--- config.mk ---
export PLATFORM = sky130hd
export DESIGN_NAME = servo_pwm_sched_flat
export DESIGN_NICKNAME = d
export VERILOG_FILES = /design/src/rtl/servo_pkg.sv /design/src/rtl/servo_pwm_sched_if.sv /design/src/rtl/servo_ch_cmp.sv /design/src/rtl/servo_pwm_sched.sv /design/src/flat_wrapper.sv
export SDC_FILE = /design/constraint.sdc
export NUM_CORES = 1
export LEC_CHECK = 0
export ABC_CLOCK_PERIOD_IN_PS = 2850
export CAP_MARGIN = 20
export CORE_UTILIZATION = 45
export DETAILED_ROUTE_END_ITERATION = 8
export PLACE_DENSITY = 0.62
export SYNTH_ARGS = -nofsm -noshare
export SYNTH_HDL_FRONTEND = slang
export SYNTH_SLANG_ARGS = --single-unit
--- constraint.sdc ---
create_clock -name clk -period 2.85 [get_ports clk]
set_input_delay 0.57 -clock clk [delete_from_list [all_inputs] [get_ports clk]]
set_output_delay 0.57 -clock clk [all_outputs]
set_load 0.02 [all_outputs]
--- src/rtl/servo_pkg.sv ---
// Shared constants, types and helpers for the servo PWM scheduler.
package servo_pkg;

    typedef logic [7:0] width_t;

    localparam int     DEFAULT_PERIOD_TICKS = 800;
    localparam width_t MIN_TICKS            = 8'd40;
    localparam width_t MAX_TICKS            = 8'd80;
    localparam width_t CENTER_TICKS         = 8'd60;

    // Limit a requested pulse width to the mechanically safe servo range.
    function automatic width_t clamp_width(input width_t w);
        width_t r;
        if (w < MIN_TICKS) begin
            r = MIN_TICKS;
        end else if (w > MAX_TICKS) begin
            r = MAX_TICKS;
        end else begin
            r = w;
        end
        return r;
    endfunction

endpackage

--- src/rtl/servo_pwm_sched_if.sv ---
// Width-update write port of the servo PWM scheduler.
interface servo_wr_if;
    import servo_pkg::*;

    logic       wr_valid;
    logic       wr_ready;
    logic [2:0] wr_ch;
    width_t     wr_width;
    logic       wr_err;

    modport master (
        output wr_valid,
        output wr_ch,
        output wr_width,
        input  wr_ready,
        input  wr_err
    );

    modport slave (
        input  wr_valid,
        input  wr_ch,
        input  wr_width,
        output wr_ready,
        output wr_err
    );

endinterface

--- src/rtl/servo_ch_cmp.sv ---
// Per-channel window comparator: pulse is high while frame_cnt lies in
// [start, start + width). The end is computed one bit wider than the
// counter so long windows are cut off by the frame end, never wrapped.
module servo_ch_cmp
    import servo_pkg::*;
#(
    parameter int CNT_W = 10
) (
    input  logic             clk,
    input  logic             rst_n,
    input  logic             en,
    input  logic [CNT_W-1:0] frame_cnt,
    input  logic [CNT_W-1:0] start,
    input  width_t           width,
    output logic             pulse
);

    localparam int EW = ((CNT_W > 8) ? CNT_W : 8) + 1;

    logic [EW-1:0] win_end;
    logic          in_win;

    // Decide whether the current count falls inside this channel's window.
    always_comb begin
        win_end = EW'(start) + EW'(width);
        if (en && (frame_cnt >= start) && (EW'(frame_cnt) < win_end)) begin
            in_win = 1'b1;
        end else begin
            in_win = 1'b0;
        end
    end

    // Register the window decision so the servo line is glitch-free.
    always_ff @(posedge clk or negedge rst_n) begin
        if (!rst_n) begin
            pulse <= 1'b0;
        end else begin
            pulse <= in_win;
        end
    end

endmodule

--- src/rtl/servo_pwm_sched.sv ---
// Multi-channel servo PWM scheduler. Channels start at staggered slots in
// a fixed-length frame; widths are written into a shadow bank and moved
// to the active bank only at the frame wrap (or continuously while
// disabled), so a pulse never changes length mid-frame.
// Optional build macro: SERVO_CLAMP_EN limits written widths to
// [MIN_TICKS, MAX_TICKS].
module servo_pwm_sched
    import servo_pkg::*;
#(
    parameter int N_CH         = 4,
    parameter int PERIOD_TICKS = DEFAULT_PERIOD_TICKS,
    parameter int SLOT_TICKS   = PERIOD_TICKS / N_CH
) (
    input  logic            clk,
    input  logic            rst_n,
    input  logic            tick,
    input  logic            en,
    servo_wr_if.slave       wr,
    output logic [N_CH-1:0] servo_pwm,
    output logic            frame_start
);

    localparam int               CNT_W    = (PERIOD_TICKS > 1) ? $clog2(PERIOD_TICKS) : 1;
    localparam logic [CNT_W-1:0] LAST_CNT = CNT_W'(PERIOD_TICKS - 1);

    logic [CNT_W-1:0] frame_cnt;
    logic             restart_pending;
    logic             wrap;
    logic             wr_fire;
    logic             ch_ok;
    width_t           wr_data;
    width_t           shadow [N_CH];
    width_t           active [N_CH];

    assign wrap = en && tick && (frame_cnt == LAST_CNT);

    // Decode the write request: handshake, channel range and stored width.
    always_comb begin
        wr_fire = wr.wr_valid && wr.wr_ready;
        ch_ok   = ({1'b0, wr.wr_ch} < 4'(N_CH));
`ifdef SERVO_CLAMP_EN
        wr_data = clamp_width(wr.wr_width);
`else
        wr_data = wr.wr_width;
`endif
    end

    // Frame counter and frame_start; a restart after enable or reset flags the first tick.
    always_ff @(posedge clk or negedge rst_n) begin
        if (!rst_n) begin
            frame_cnt       <= '0;
            restart_pending <= 1'b1;
            frame_start     <= 1'b0;
        end else if (!en) begin
            frame_cnt       <= '0;
            restart_pending <= 1'b1;
            frame_start     <= 1'b0;
        end else if (tick) begin
            if (frame_cnt == LAST_CNT) begin
                frame_cnt <= '0;
            end else begin
                frame_cnt <= frame_cnt + CNT_W'(1);
            end
            frame_start     <= wrap || restart_pending;
            restart_pending <= 1'b0;
        end else begin
            frame_start <= 1'b0;
        end
    end

    // Shadow bank: takes accepted in-range writes immediately.
    always_ff @(posedge clk or negedge rst_n) begin
        if (!rst_n) begin
            for (int i = 0; i < N_CH; i++) begin
                shadow[i] <= CENTER_TICKS;
            end
        end else if (wr_fire && ch_ok) begin
            for (int i = 0; i < N_CH; i++) begin
                if (wr.wr_ch == 3'(i)) begin
                    shadow[i] <= wr_data;
                end
            end
        end
    end

    // Active bank: follows shadow at the wrap tick (pre-write value) or while disabled.
    always_ff @(posedge clk or negedge rst_n) begin
        if (!rst_n) begin
            for (int i = 0; i < N_CH; i++) begin
                active[i] <= CENTER_TICKS;
            end
        end else if (!en || wrap) begin
            for (int i = 0; i < N_CH; i++) begin
                active[i] <= shadow[i];
            end
        end
    end

    // Write-port status: ready after the first clock, error pulse on bad channel.
    always_ff @(posedge clk or negedge rst_n) begin
        if (!rst_n) begin
            wr.wr_ready <= 1'b0;
            wr.wr_err   <= 1'b0;
        end else begin
            wr.wr_ready <= 1'b1;
            wr.wr_err   <= wr_fire && !ch_ok;
        end
    end

    for (genvar gi = 0; gi < N_CH; gi++) begin : g_ch
        localparam logic [CNT_W-1:0] START = CNT_W'(gi * SLOT_TICKS);

        servo_ch_cmp #(
            .CNT_W (CNT_W)
        ) u_cmp (
            .clk       (clk),
            .rst_n     (rst_n),
            .en        (en),
            .frame_cnt (frame_cnt),
            .start     (START),
            .width     (active[gi]),
            .pulse     (servo_pwm[gi])
        );
    end

endmodule
--- src/flat_wrapper.sv ---
// flat-port wrapper written by rule: the top's interface ports become plain ports
module servo_pwm_sched_flat import servo_pkg::*;
#(
    parameter int N_CH         = 4,
    parameter int PERIOD_TICKS = DEFAULT_PERIOD_TICKS,
    parameter int SLOT_TICKS   = PERIOD_TICKS / N_CH
)
  (clk, rst_n, tick, en, servo_pwm, frame_start, wr_wr_valid, wr_wr_ch, wr_wr_width, wr_wr_ready, wr_wr_err);
  servo_wr_if wr_i ();
  input  logic clk;
  input  logic rst_n;
  input  logic tick;
  input  logic en;
  output logic [N_CH-1:0] servo_pwm;
  output logic frame_start;
  input wire logic [$bits(wr_i.wr_valid)-1:0] wr_wr_valid;
  input wire logic [$bits(wr_i.wr_ch)-1:0] wr_wr_ch;
  input wire logic [$bits(wr_i.wr_width)-1:0] wr_wr_width;
  output wire logic [$bits(wr_i.wr_ready)-1:0] wr_wr_ready;
  output wire logic [$bits(wr_i.wr_err)-1:0] wr_wr_err;
  assign wr_i.wr_valid = wr_wr_valid;
  assign wr_i.wr_ch = wr_wr_ch;
  assign wr_i.wr_width = wr_wr_width;
  assign wr_wr_ready = wr_i.wr_ready;
  assign wr_wr_err = wr_i.wr_err;
  servo_pwm_sched #(.N_CH(N_CH), .PERIOD_TICKS(PERIOD_TICKS), .SLOT_TICKS(SLOT_TICKS)) u_core (.clk(clk), .rst_n(rst_n), .tick(tick), .en(en), .wr(wr_i), .servo_pwm(servo_pwm), .frame_start(frame_start));
endmodule
# After elaboration in Yosys (flattened, before gate mapping)
# Cells that the tools add are included.
[op_classes] addsub=4 magnitude_cmp=9 eq_ne=5 mux=11 reduce_logical=22
[ops] operator="10-bit by 11-bit less-than comparator with 1-bit output" count=3
[ops] operator="10-bit 2-to-1 mux" count=3
[ops] operator="1-bit logical AND" count=13
[ops] operator="10-bit by 8-bit adder with 11-bit output, first input constant" count=1
[ops] operator="10-bit by 1-bit adder with 10-bit output, second input constant" count=1
[ops] operator="9-bit by 8-bit adder with 10-bit output, first input constant" count=1
[ops] operator="10-bit equality test, second input constant" count=1
[ops] operator="10-bit by 1-bit greater-or-equal comparator with 1-bit output, second input constant" count=1
[ops] operator="10-bit greater-or-equal comparator, second input constant" count=1
[ops] operator="10-bit by 8-bit greater-or-equal comparator with 1-bit output, second input constant" count=1
[ops] operator="10-bit by 9-bit greater-or-equal comparator with 1-bit output, second input constant" count=1
[ops] operator="10-bit by 8-bit less-than comparator with 1-bit output" count=1
[ops] operator="8-bit by 8-bit adder with 9-bit output, first input constant" count=1
[ops] operator="1-bit 2-to-1 mux" count=8
[ops] operator="2-bit AND reduction" count=4
[ops] operator="3-bit by 2-bit equality test with 1-bit output, second input constant" count=2
[ops] operator="3-bit by 1-bit equality test with 1-bit output, second input constant" count=1
[ops] operator="3-bit logical NOT" count=1
[ops] operator="3-bit less-than comparator, second input constant" count=1
[ops] operator="1-bit logical NOT" count=2
[ops] operator="1-bit logical OR" count=2
[ops] operator="2-bit != test, second input constant" count=1
[word_totals] register_bits=82 inputBits=16

# Depth between registers and ports, before layout
# Gate-level depths: netlist (run 1).
[depth] depth_word=5 depth_mapped=10

# Hierarchy
# From an unflattened synthesis (run 1), not the netlist that was laid out.
[hier_totals] cells_unflattened=619 area_unflattened_um2=6525.0
[by_module_without_submodules] module="servo_ch_cmp" n_inst=4 cells_per_inst=101 area_per_inst_um2=827.0 seq_area_each_um2=25.0
[by_module_without_submodules] module="servo_pwm_sched" n_inst=1 cells_per_inst=215 area_per_inst_um2=3216.8 seq_area_each_um2=1993.2

# Worst setup path after synthesis (run 1)
# No wires, ideal clock.
[synth_timing] path_kind="reg-to-reg" startpoint="register u_core.active[3] (netlist name)" endpoint="register u_core.g_ch[3].u_cmp.pulse" setup_time_ns=0.077 t_arrival_ns=2.026 required_ns=2.773 setup_slack_ns=0.747 stages_incl_launch_ff=11 path_buffers=0 synth_period_minus_slack_ns=2.103 path_cell_list="dfstp_2 > inv_1 > ha_1 > inv_1 > a21oi_1 > xor2_1 > ha_1 > and4_1 > a221oi_1 > o211ai_1 > a21oi_1"
[synth_via] elab_chain_len=4
[synth_lines] element="from (decl)" line="servo_pwm_sched.sv:33" source="width_t active [N_CH];"
[synth_lines] element="from (signal, indexed assignment)" line="servo_pwm_sched.sv:94" source="active[i] <= shadow[i];"
[synth_lines] element="10-bit by 8-bit adder with 11-bit output" line="servo_ch_cmp.sv:25" source="win_end = EW'(start) + EW'(width);"
[synth_lines] element="10-bit by 11-bit less-than comparator with 1-bit output" line="servo_ch_cmp.sv:26" source="if (en && (frame_cnt >= start) && (EW'(frame_cnt) < win_end)) begin"
[synth_lines] element="1-bit logical AND" line="servo_ch_cmp.sv:26"
[synth_lines] element="1-bit 2-to-1 mux" line="servo_ch_cmp.sv:26"
[synth_lines] element="via u_core.g_ch[3].u_cmp.in_win" line="servo_ch_cmp.sv:21" source="logic in_win;"
[synth_lines] element="to (signal assigned)" line="servo_ch_cmp.sv:38" source="pulse <= in_win;"
[synth_lines] element="to (decl)" line="servo_ch_cmp.sv:15" source="output logic pulse"
# The timed path passes the listed nets, and every way through them passes these cells.
# A chain may end at the register's enable or synchronous reset.

# Worst setup path after layout (run 1)
# Ends and elaborated chain as after synthesis.

==> metrics.csv, run 1 <==
metric,value,unit
Total Routed Length,8170,um
status,"finished, final reports clean",
Boundary Pins,23,
Peak VDD IR,0.323,mV
fin crit share,82.8,%
yosys warns,0,
"Area growth, synth to finish",12.9,%
initial antenna violation count,0,
"Core Util, Final",52.9,%
worst hold path class,primary input to asynchronous set/reset pin,
Final Slew Violations,0,
synth unique cells,55,
drt drc,0,
CP Launch Type,flip-flop,
layout cells sized above 1,33.2,%
Finished Cell Area,0.00491,mm2
Yosys top cell by area,dfrtp_1,
largest net degree at the start of global routing,83,
cell count after placement,492,
root buf cell,clkbuf_8,
crit-path cells,inv_1 > ha_1 > inv_1 > a21oi_1 > xor2_1 > ha_1 > and4_1 > a221oi_1 > o211ai_1 > a21oi_1,
Worst-path clk slew,100,ps
Slew @ Worst Pin,586,ps
clk buf depth,2,
relative slew slack,60.9,%
Max Cap Viol,0,
# setup viols final,0,
DP Worst Slack,528,ps
RSZ-0062 raised after global routing,no,
Hold Slack,206,ps
required time of the critical path,3130,ps
pwr/cell area,665,mW/mm2
leakage,2.22,nW
final hold vios,0,
vias in the first global route,2682,
mapped cell area,0.00435,mm2
Row Count,35,
crit end category,flip-flop,
Die Y,100,um
antenna-violating nets left,0,
commonest register cell after synthesis,dfrtp_1,
Final Skew,8.79,ps
Post-synth top cells,"mux2_2 (63), dfrtp_1 (49), ha_1 (37)",
Syn Area/Cell,12.4,um2
CTS tree,yes,
Peak Freq,424,MHz
CP max FO,4,
setup TNS after final layout,0,ps
postcts setup bufs,0,
Final min period,2360,ps
Core Region,0.00928,mm2
Crit Path Category,flip-flop to flip-flop,
#FFs+latches synth,82,
via/cell ratio,5.33,
register area share after synthesis,48.1,%
number of synthesized flops with an enable pin,0,
Total Power,3.27,mW
Die ar.,0.0101,mm2
final setup margin,490,ps
Worst-Skew Late Latency,360,ps
hpwl dp,5640,um
Syn Inst Count,350,
fin nets,427,
"Slowest-stage cell, CP",dfstp_2,
Post-synth ARST share,100,%
WL per Instance,16.1,um
GRT overflow,0,
DRT iter0 DRCs,86,
Detailed Routing Iterations Pass 1,5,
"setup slack, reg-to-reg",490,ps
DP Area,0.00470,mm2
"Largest stage delay, worst path",580,ps
syn nets,403,
clk sinks,82,
CTS Buf Count,9,
Vias,2706,
Synth top area share,28.2,%
CTS Hold Bufs,0,
CTS H-tree lvls,3,
Initial Util,46.9,%
ANT cells,0,
Total GRT Usage,18.2,%
GPL Wtd Cong,0.786,
Post-Layout Cell Count,508,
Die Wd,100,um
first-pass GRT wire length,13800,um
"count leader, synth",mux2_2,
post-cts gate resize count,0,
input/output buffers,22,
Worst EP arrival,2640,ps
ranking of synthesized cells by area,"dfrtp_1 (28%), dfstp_2 (20%), mux2_2 (16%)",
==> final timing paths <==
check                                        from                    endpoint  depth (start not counted)
max in group asynchronous                   rst_n           u_core.active[12]                          2
min                                         rst_n         u_core.frame_cnt[2]                          2
min in group clk           u_core.restart_pending      u_core.restart_pending                          2
max reg2reg                      u_core.active[3]  u_core.g_ch[3].u_cmp.pulse                         10
min reg2reg                u_core.restart_pending      u_core.restart_pending                          2
max                              u_core.active[3]  u_core.g_ch[3].u_cmp.pulse                         10
==> cells by family (layout without fill, tap and decap cells) <==
logic type      count (synthesis)  after routing  synth area share, %
compound gates                 50             50                 8.28
other cells                     1              1               0.0862
fa+ha+maj                      37             37                 10.6
buf+inv                        41             70                 4.57
mux                            67             67                 17.3
simple gates                   61             61                 8.80
xor+xnor                       11             11                 2.21
flops                          82             82                 48.1
==> cells in the final DEF (no fill, tap or decap), types with 3 or more instances in the layout <==
master,count
mux2_2,63
dfrtp_1,49
ha_1,37
dfstp_2,33
inv_1,26
clkdlybuf4s50_1,21
nand3_1,13
a21oi_1,9
nand2_1,9
clkbuf_8,9
a21o_1,8
xnor2_1,8
o21ai_0,6
nand2b_1,5
a31oi_1,5
nor2_1,5
buf_4,5
nand3b_1,4
and2_1,4
nand4_1,3
nor3_1,3
o311a_1,3
o21a_1,3
xor2_1,3
inv_8,3
==> registers in the layout, summed over array words and instances, names as in the netlist <==
name,cells
u_core.active,32
u_core.frame_cnt,10
u_core.shadow,32
u_core.g_ch.u_cmp.pulse,4
u_core.wr.wr_ready,1
u_core.restart_pending,1
u_core.frame_start,1
u_core.wr.wr_err,1
==> area by class of cell <==
class	count	area, um2
clock buffers	9	124
flip-flops and latches	82	2090
fillers	828	4370
inverters	26	97.6
multi-input cells	227	2060
clock inverters	7	90.1
well taps	129	161
repair buffers	28	288
==> routing by layer <==
metal,share of wire [%],GRT usage (%),vias to the layer above
li1,-,-,1313
met1,49,25.2,1335
met2,46,28.1,47
met3,3.4,4.74,11
met4,1.2,5.69,0
met5,0,0,-
==> report_power, final <==
| group | internal (mW) | total (mW) | switching [mW] |
|---|---|---|---|
| clock | 0.431 | 0.910 | 0.479 |
| combinational | 0.382 | 0.705 | 0.322 |
| sequential | 1.49 | 1.65 | 0.164 |
==> critical path, delay by kind of cell (launching register included) <==
family | cells | cell delay [ps]
DFF | 1 | 580
AOI/OAI and AO/OA | 4 | 710
and+or+nand+nor | 1 | 230
adders and majority gates | 2 | 500
xor gates and xnor gates | 1 | 150
buffers and inverters | 2 | 100
(Power assumes the default switching activity.)
==> run 2: changes to the inputs <==
Settings changed: ABC_CLOCK_PERIOD_IN_PS 2850 to 2400.
Clock period 2.85 ns to 2.4 ns, I/O delays scaled along.
==> run 2 against run 1 <==
Sequential power increased by 19%; via count is 0.41% higher; critical path type unchanged; flip-flop and latch count unchanged; maximum frequency up 6.1%; worst setup slack got worse by 310 ps; sequential share of layout area decreased by 0.37 points; highest routed layer unchanged.
==> metrics.csv, run 2 (synthesized netlist as in run 1, its figures left out) <==
metric,value,unit,change
Total GRT Usage,18.7,%,was 18.2%
setup TNS after final layout,0,ps,unchanged
Die ar.,0.0101,mm2,unchanged
Initial Util,46.9,%,unchanged
end of the critical path,u_core.g_ch[3].u_cmp.pulse,,unchanged
Total Power,3.86,mW,was 3.27 mW
switching share of power,29.0,%,was 29.5%
antenna-violating nets left,0,,unchanged
CTS Buf Count,9,,unchanged
Die Wd,100,um,unchanged
ANT cells,0,,unchanged
Post-Layout Cell Count,514,,was 508
Final min period,2220,ps,was 2360 ps
cell count after placement,498,,was 492
post-cts gate resize count,0,,unchanged
Slew @ Worst Pin,546,ps,was 586 ps
most frequent cells in the layout,"mux2_2 (63), dfrtp_1 (49), ha_1 (37)",,unchanged
"Area growth, synth to finish",13.9,%,was 12.9%
hpwl dp,5980,um,was 5640 um
Finished Cell Area,0.00495,mm2,was 0.00491 mm2
CTS H-tree lvls,3,,unchanged
worst hold path class,primary input to asynchronous set/reset pin,,unchanged
pwr/cell area,779,mW/mm2,was 665 mW/mm2
Fill cells,845,,was 828
required time of the critical path,2690,ps,was 3130 ps
largest registers,"u_core.active (32), u_core.shadow (32), u_core.frame_cnt (10)",,unchanged
relative slew slack,63.6,%,was 60.9%
postcts setup bufs,0,,unchanged
largest net degree at the start of global routing,43,,was 83
input/output buffers,22,,unchanged
CTS Hold Bufs,0,,unchanged
P_sw,1.12,mW,was 965 uW
reg-to-reg critical path endpoint,u_core.g_ch[3].u_cmp.pulse,,unchanged
"Largest stage delay, worst path",560,ps,was 580 ps
crit-path cells,inv_1 > ha_1 > inv_1 > a21oi_1 > xor2_1 > ha_1 > and4_1 > a221oi_1 > o211ai_1 > a21oi_1,,unchanged
Boundary Pins,23,,unchanged
RSZ-0062 raised after global routing,no,,unchanged
"Slowest-stage cell, CP",dfstp_2,,unchanged
fin crit share,92.7,%,was 82.8%
via/cell ratio,5.29,,was 5.33
Die Y,100,um,unchanged
clock power share,27.5,%,was 27.9%
"commonest non-fill, non-tap cell in the layout",mux2_2,,unchanged
first-pass GRT wire length,14100,um,"was 13,800 um"
clk buf depth,2,,unchanged
CP Launch Type,flip-flop,,unchanged
R2R cell count,10,,unchanged
Peak Freq,450,MHz,was 424 MHz
layout cells sized above 1,34.3,%,was 33.2%
CP max FO,4,,unchanged
Worst-Skew Late Latency,360,ps,about the same
Seq pwr share,50.7,%,was 50.6%
Worst EP arrival,2520,ps,was 2640 ps
final hold vios,0,,unchanged
Peak VDD IR,0.437,mV,was 0.323 mV
status,"finished, final reports clean",,unchanged
Crit Path Category,flip-flop to flip-flop,,unchanged
root buf cell,clkbuf_8,,unchanged
Final Slew Violations,0,,unchanged
leakage,2.25,nW,was 2.22 nW
clk sinks,82,,unchanged
Worst-path clk slew,90,ps,was 100 ps
RR Startpoint,u_core.active[3],,unchanged
Total Routed Length,8430,um,was 8170 um
GPL Wtd Cong,0.753,,was 0.786
initial antenna violation count,0,,unchanged
crit end category,flip-flop,,unchanged
fin nets,433,,was 427
Core Region,0.00928,mm2,unchanged
Final Skew,8.94,ps,was 8.79 ps
Row Count,35,,unchanged
Max Cap Viol,0,,unchanged
DRT iter0 DRCs,90,,was 86
GRT overflow,0,,unchanged
final setup margin,176,ps,was 490 ps
start point of the critical path,u_core.active[3],,unchanged
CTS tree,yes,,unchanged
# setup viols final,0,,unchanged
Int Pwr,2.74,mW,was 2.30 mW
vias in the first global route,2803,,"was 2,682"
"setup slack, reg-to-reg",180,ps,was 490 ps
Vias,2717,,"was 2,706"
DP Area,0.00474,mm2,was 0.00470 mm2
DP Worst Slack,181,ps,was 528 ps
drt drc,0,,unchanged
WL per Instance,16.4,um,was 16.1 um
Detailed Routing Iterations Pass 1,4,,was 5
Logic pwr share,21.8,%,was 21.6%
-- run 2: changes by cell type in the layout (fill, tap and decap cells not counted), sizes merged --
cell,previous run,this run
clkinv,1,4
clkbuf,9,10
buf,7,13
inv,31,27
-- run 2: through the flow --
stage / utilization (%) / hold WS, ps
floorplan: - / 184
global placement: 51.1 / 461
detailed placement: 51.1 / 464
CTS: 53.4 / 109
global route: 53.4 / 115
finish: 53.4 / 102
-- run 2: worst min-delay path by stage --
stage	startpoint	endpoint	slack, ps	cells past startpoint
3_3_place_gp	u_core.restart_pending	u_core.restart_pending	460	2
6_report	rst_n	u_core.frame_cnt[6]	100	1
5_1_grt	rst_n	u_core.active[24]	110	1
3_5_place_dp	u_core.restart_pending	u_core.restart_pending	460	2
4_1_cts	rst_n	u_core.shadow[17]	110	1
2_1_floorplan	rst_n	u_core.active[0]	180	0
-- run 2: final cells by class --
class	count	area [um2]	area share, %
Sequential cell	82	2090	42.2
Timing Repair Buffer	34	333	6.72
Clock inverter	6	73.8	1.49
Tap cell	129	161	3.26
Clock buffer	10	138	2.78
Inverter	26	97.6	1.97
Multi-Input combinational cell	227	2060	41.5
-- run 2: critical path, delay by kind of cell (launching register included) --
kind,cells,cell delay [ps]
flops,1,560
xor+xnor,1,150
fa+ha+maj,2,500
compound gates,4,630
buf+inv,2,110
simple gates,1,220
-- run 2: per-layer routing --
metal	vias up	GRT usage [%]	part of all wire, %
met5	-	0	0
met4	0	6.80	1.7
met3	16	4.74	3.5
met2	54	28.3	46
met1	1327	25.9	49
li1	1320	-	-
-- run 2: power by group through the flow --
| stage | combinational (mW) | clock [mW] | sequential [mW] |
|---|---|---|---|
| 2_1_floorplan | 0.635 | 0 | 1.92 |
| 3_3_place_gp | 0.816 | 0 | 1.97 |
| 3_5_place_dp | 0.849 | 0 | 1.98 |
| 4_1_cts | 0.858 | 1.09 | 1.96 |
| 5_1_grt | 0.952 | 1.15 | 2.00 |
| 6_report | 0.841 | 1.06 | 1.96 |
==> run 3: changes to the inputs <==
--- a/config.mk
+++ b/config.mk
@@ -11,2 +11,3 @@
 export DETAILED_ROUTE_END_ITERATION = 8
+export HOLD_SLACK_MARGIN = 0.15
 export PLACE_DENSITY = 0.62
--- a/constraint.sdc
+++ b/constraint.sdc
@@ -3,2 +3,2 @@
 set_output_delay 0.48 -clock clk [all_outputs]
-set_load 0.02 [all_outputs]
+set_load 0.1 [all_outputs]
==> run 3 against run 2 <==
Sequential share of layout area rose by 0.20 points; sequential power barely moved; hold slack improved by 24 ps; non-clock buffer count did not move; power rose by 0.52%; critical path depth did not move; clock skew fell by 0.74 ps; global-route usage fell by 0.11 points; flip-flop and latch count did not move; wire length barely moved.
==> metrics.csv, run 3 (synthesized netlist as in run 1, its figures left out) <==
metric,value,unit,change
clk buf depth,2,,unchanged
pwr/cell area,787,mW/mm2,was 779 mW/mm2
relative slew slack,65.9,%,was 63.6%
Boundary Pins,23,,unchanged
Die Y,100,um,unchanged
"Slowest-stage cell, CP",dfstp_2,,unchanged
required time of the critical path,2690,ps,about the same
WL per Instance,16.4,um,about the same
Core Region,0.00928,mm2,unchanged
CP Launch Type,flip-flop,,unchanged
clk sinks,82,,unchanged
DRT iter0 DRCs,95,,was 90
Total GRT Usage,18.6,%,was 18.7%
Worst-path clk slew,90,ps,about the same
Row Count,35,,unchanged
Fill cells,842,,was 845
leakage,2.25,nW,about the same
"Largest stage delay, worst path",570,ps,was 560 ps
Die ar.,0.0101,mm2,unchanged
largest registers,"u_core.active (32), u_core.shadow (32), u_core.frame_cnt (10)",,unchanged
largest net degree at the start of global routing,83,,was 43
Slew @ Worst Pin,510,ps,was 546 ps
layout cells sized above 1,36.4,%,was 34.3%
final setup margin,145,ps,was 176 ps
via/cell ratio,5.32,,was 5.29
CTS Buf Count,9,,unchanged
R2R cell count,10,,unchanged
most frequent cells in the layout,"mux2_2 (63), dfrtp_1 (49), ha_1 (37)",,unchanged
drt drc,0,,unchanged
Detailed Routing Iterations Pass 1,4,,unchanged
GRT overflow,0,,unchanged
end of the critical path,u_core.g_ch[3].u_cmp.pulse,,unchanged
Initial Util,46.9,%,unchanged
Peak VDD IR,0.412,mV,was 0.437 mV
input/output buffers,22,,unchanged
reg-to-reg critical path endpoint,u_core.g_ch[3].u_cmp.pulse,,unchanged
fin crit share,94.0,%,was 92.7%
ANT cells,0,,unchanged
final hold vios,0,,unchanged
"Area growth, synth to finish",13.3,%,was 13.9%
Die Wd,100,um,unchanged
RR Startpoint,u_core.active[3],,unchanged
CTS H-tree lvls,3,,unchanged
Worst-Skew Late Latency,350,ps,was 360 ps
worst hold path class,primary input to asynchronous set/reset pin,,unchanged
"setup slack, reg-to-reg",140,ps,was 180 ps
Final min period,2260,ps,was 2220 ps
# setup viols final,0,,unchanged
CTS tree,yes,,unchanged
root buf cell,clkbuf_8,,unchanged
post-cts gate resize count,0,,unchanged
CTS Hold Bufs,0,,unchanged
start point of the critical path,u_core.active[3],,unchanged
status,"finished, final reports clean",,unchanged
GPL Wtd Cong,0.744,,was 0.753
Total Routed Length,8420,um,was 8430 um
CP max FO,4,,unchanged
initial antenna violation count,0,,unchanged
Final Slew Violations,0,,unchanged
Crit Path Category,flip-flop to flip-flop,,unchanged
Vias,2736,,"was 2,717"
vias in the first global route,2851,,"was 2,803"
Worst EP arrival,2540,ps,was 2520 ps
crit end category,flip-flop,,unchanged
Peak Freq,443,MHz,was 450 MHz
Final Skew,8.20,ps,was 8.94 ps
setup TNS after final layout,0,ps,unchanged
RSZ-0062 raised after global routing,no,,unchanged
crit-path cells,inv_1 > ha_1 > inv_1 > a21oi_1 > xor2_1 > ha_1 > and4_1 > a221oi_2 > o211ai_1 > a21oi_1,,was inv_1 > ha_1 > inv_1 > a21oi_1 > xor2_1 > ha_1 > and4_1 > a221oi_1 > o211ai_1 > a21oi_1
postcts setup bufs,0,,unchanged
fin nets,433,,unchanged
Max Cap Viol,0,,unchanged
hpwl dp,5810,um,was 5980 um
first-pass GRT wire length,14400,um,"was 14,100 um"
DP Worst Slack,167,ps,was 181 ps
"commonest non-fill, non-tap cell in the layout",mux2_2,,unchanged
antenna-violating nets left,0,,unchanged
==> run 3: layout make-up <==
type	instances	area, um2	share of cell area [%]
Sequential cell	82	2090	42.5
Multi-Input combinational cell	227	2060	41.9
Timing Repair Buffer	34	315	6.39
Tap cell	129	161	3.27
Clock buffer	9	124	2.51
Inverter	26	97.6	1.98
Clock inverter	7	75.1	1.52
==> run 3: worst max-delay path: cells and delay by family, from the launching register on <==
| kind | cells | cell delay (ps) |
|---|---|---|
| XOR/XNOR | 1 | 150 |
| AND/OR/NAND/NOR | 1 | 240 |
| adder cells (fa/ha/maj) | 2 | 530 |
| buffers and inverters | 2 | 110 |
| AO/OA/AOI/OAI | 4 | 620 |
| flip-flops | 1 | 570 |
==> run 3: how the worst min path moves through the flow <==
| stage | from | end | slack [ps] | cells after the start |
|---|---|---|---|---|
| 2_1_floorplan | rst_n | u_core.active[0] | 180 | 0 |
| 3_3_place_gp | u_core.restart_pending | u_core.restart_pending | 460 | 2 |
| 3_5_place_dp | u_core.restart_pending | u_core.restart_pending | 460 | 2 |
| 4_1_cts | rst_n | u_core.frame_cnt[6] | 150 | 2 |
| 5_1_grt | rst_n | u_core.frame_cnt[6] | 160 | 2 |
| 6_report | rst_n | u_core.frame_cnt[6] | 130 | 2 |
==> run 3: power by group <==
part,internal (mW),total (mW),switching (mW),leakage [nW]
combinational,0.457,0.890,0.433,1.18
sequential,1.77,1.96,0.190,0.969
clock,0.489,1.03,0.545,0.101
total,2.71,3.88,1.17,2.25
==> run 3: metrics by stage <==
stage               std cells  hold slack (ps)  cell area (um2)  util [%]  power (mW)
floorplan                 350              184             4350         -        2.59
global placement          498              461             4730      50.9        2.82
detailed placement        498              464             4730      50.9        2.88
CTS                       514              152             4920      53.0        3.92
global route              514              155             4930      53.1        4.12
finish                    514              126             4930      53.1        3.88
==> run 3: routing by layer <==
metal | routed length [um] | vias to the layer above | track usage [%]
met5 | 0 | - | 0
met1 | 4170 | 1365 | 25.6
li1 | - | 1313 | -
met4 | 157 | 0 | 6.91
met2 | 3820 | 42 | 29.1
met3 | 270 | 16 | 3.69
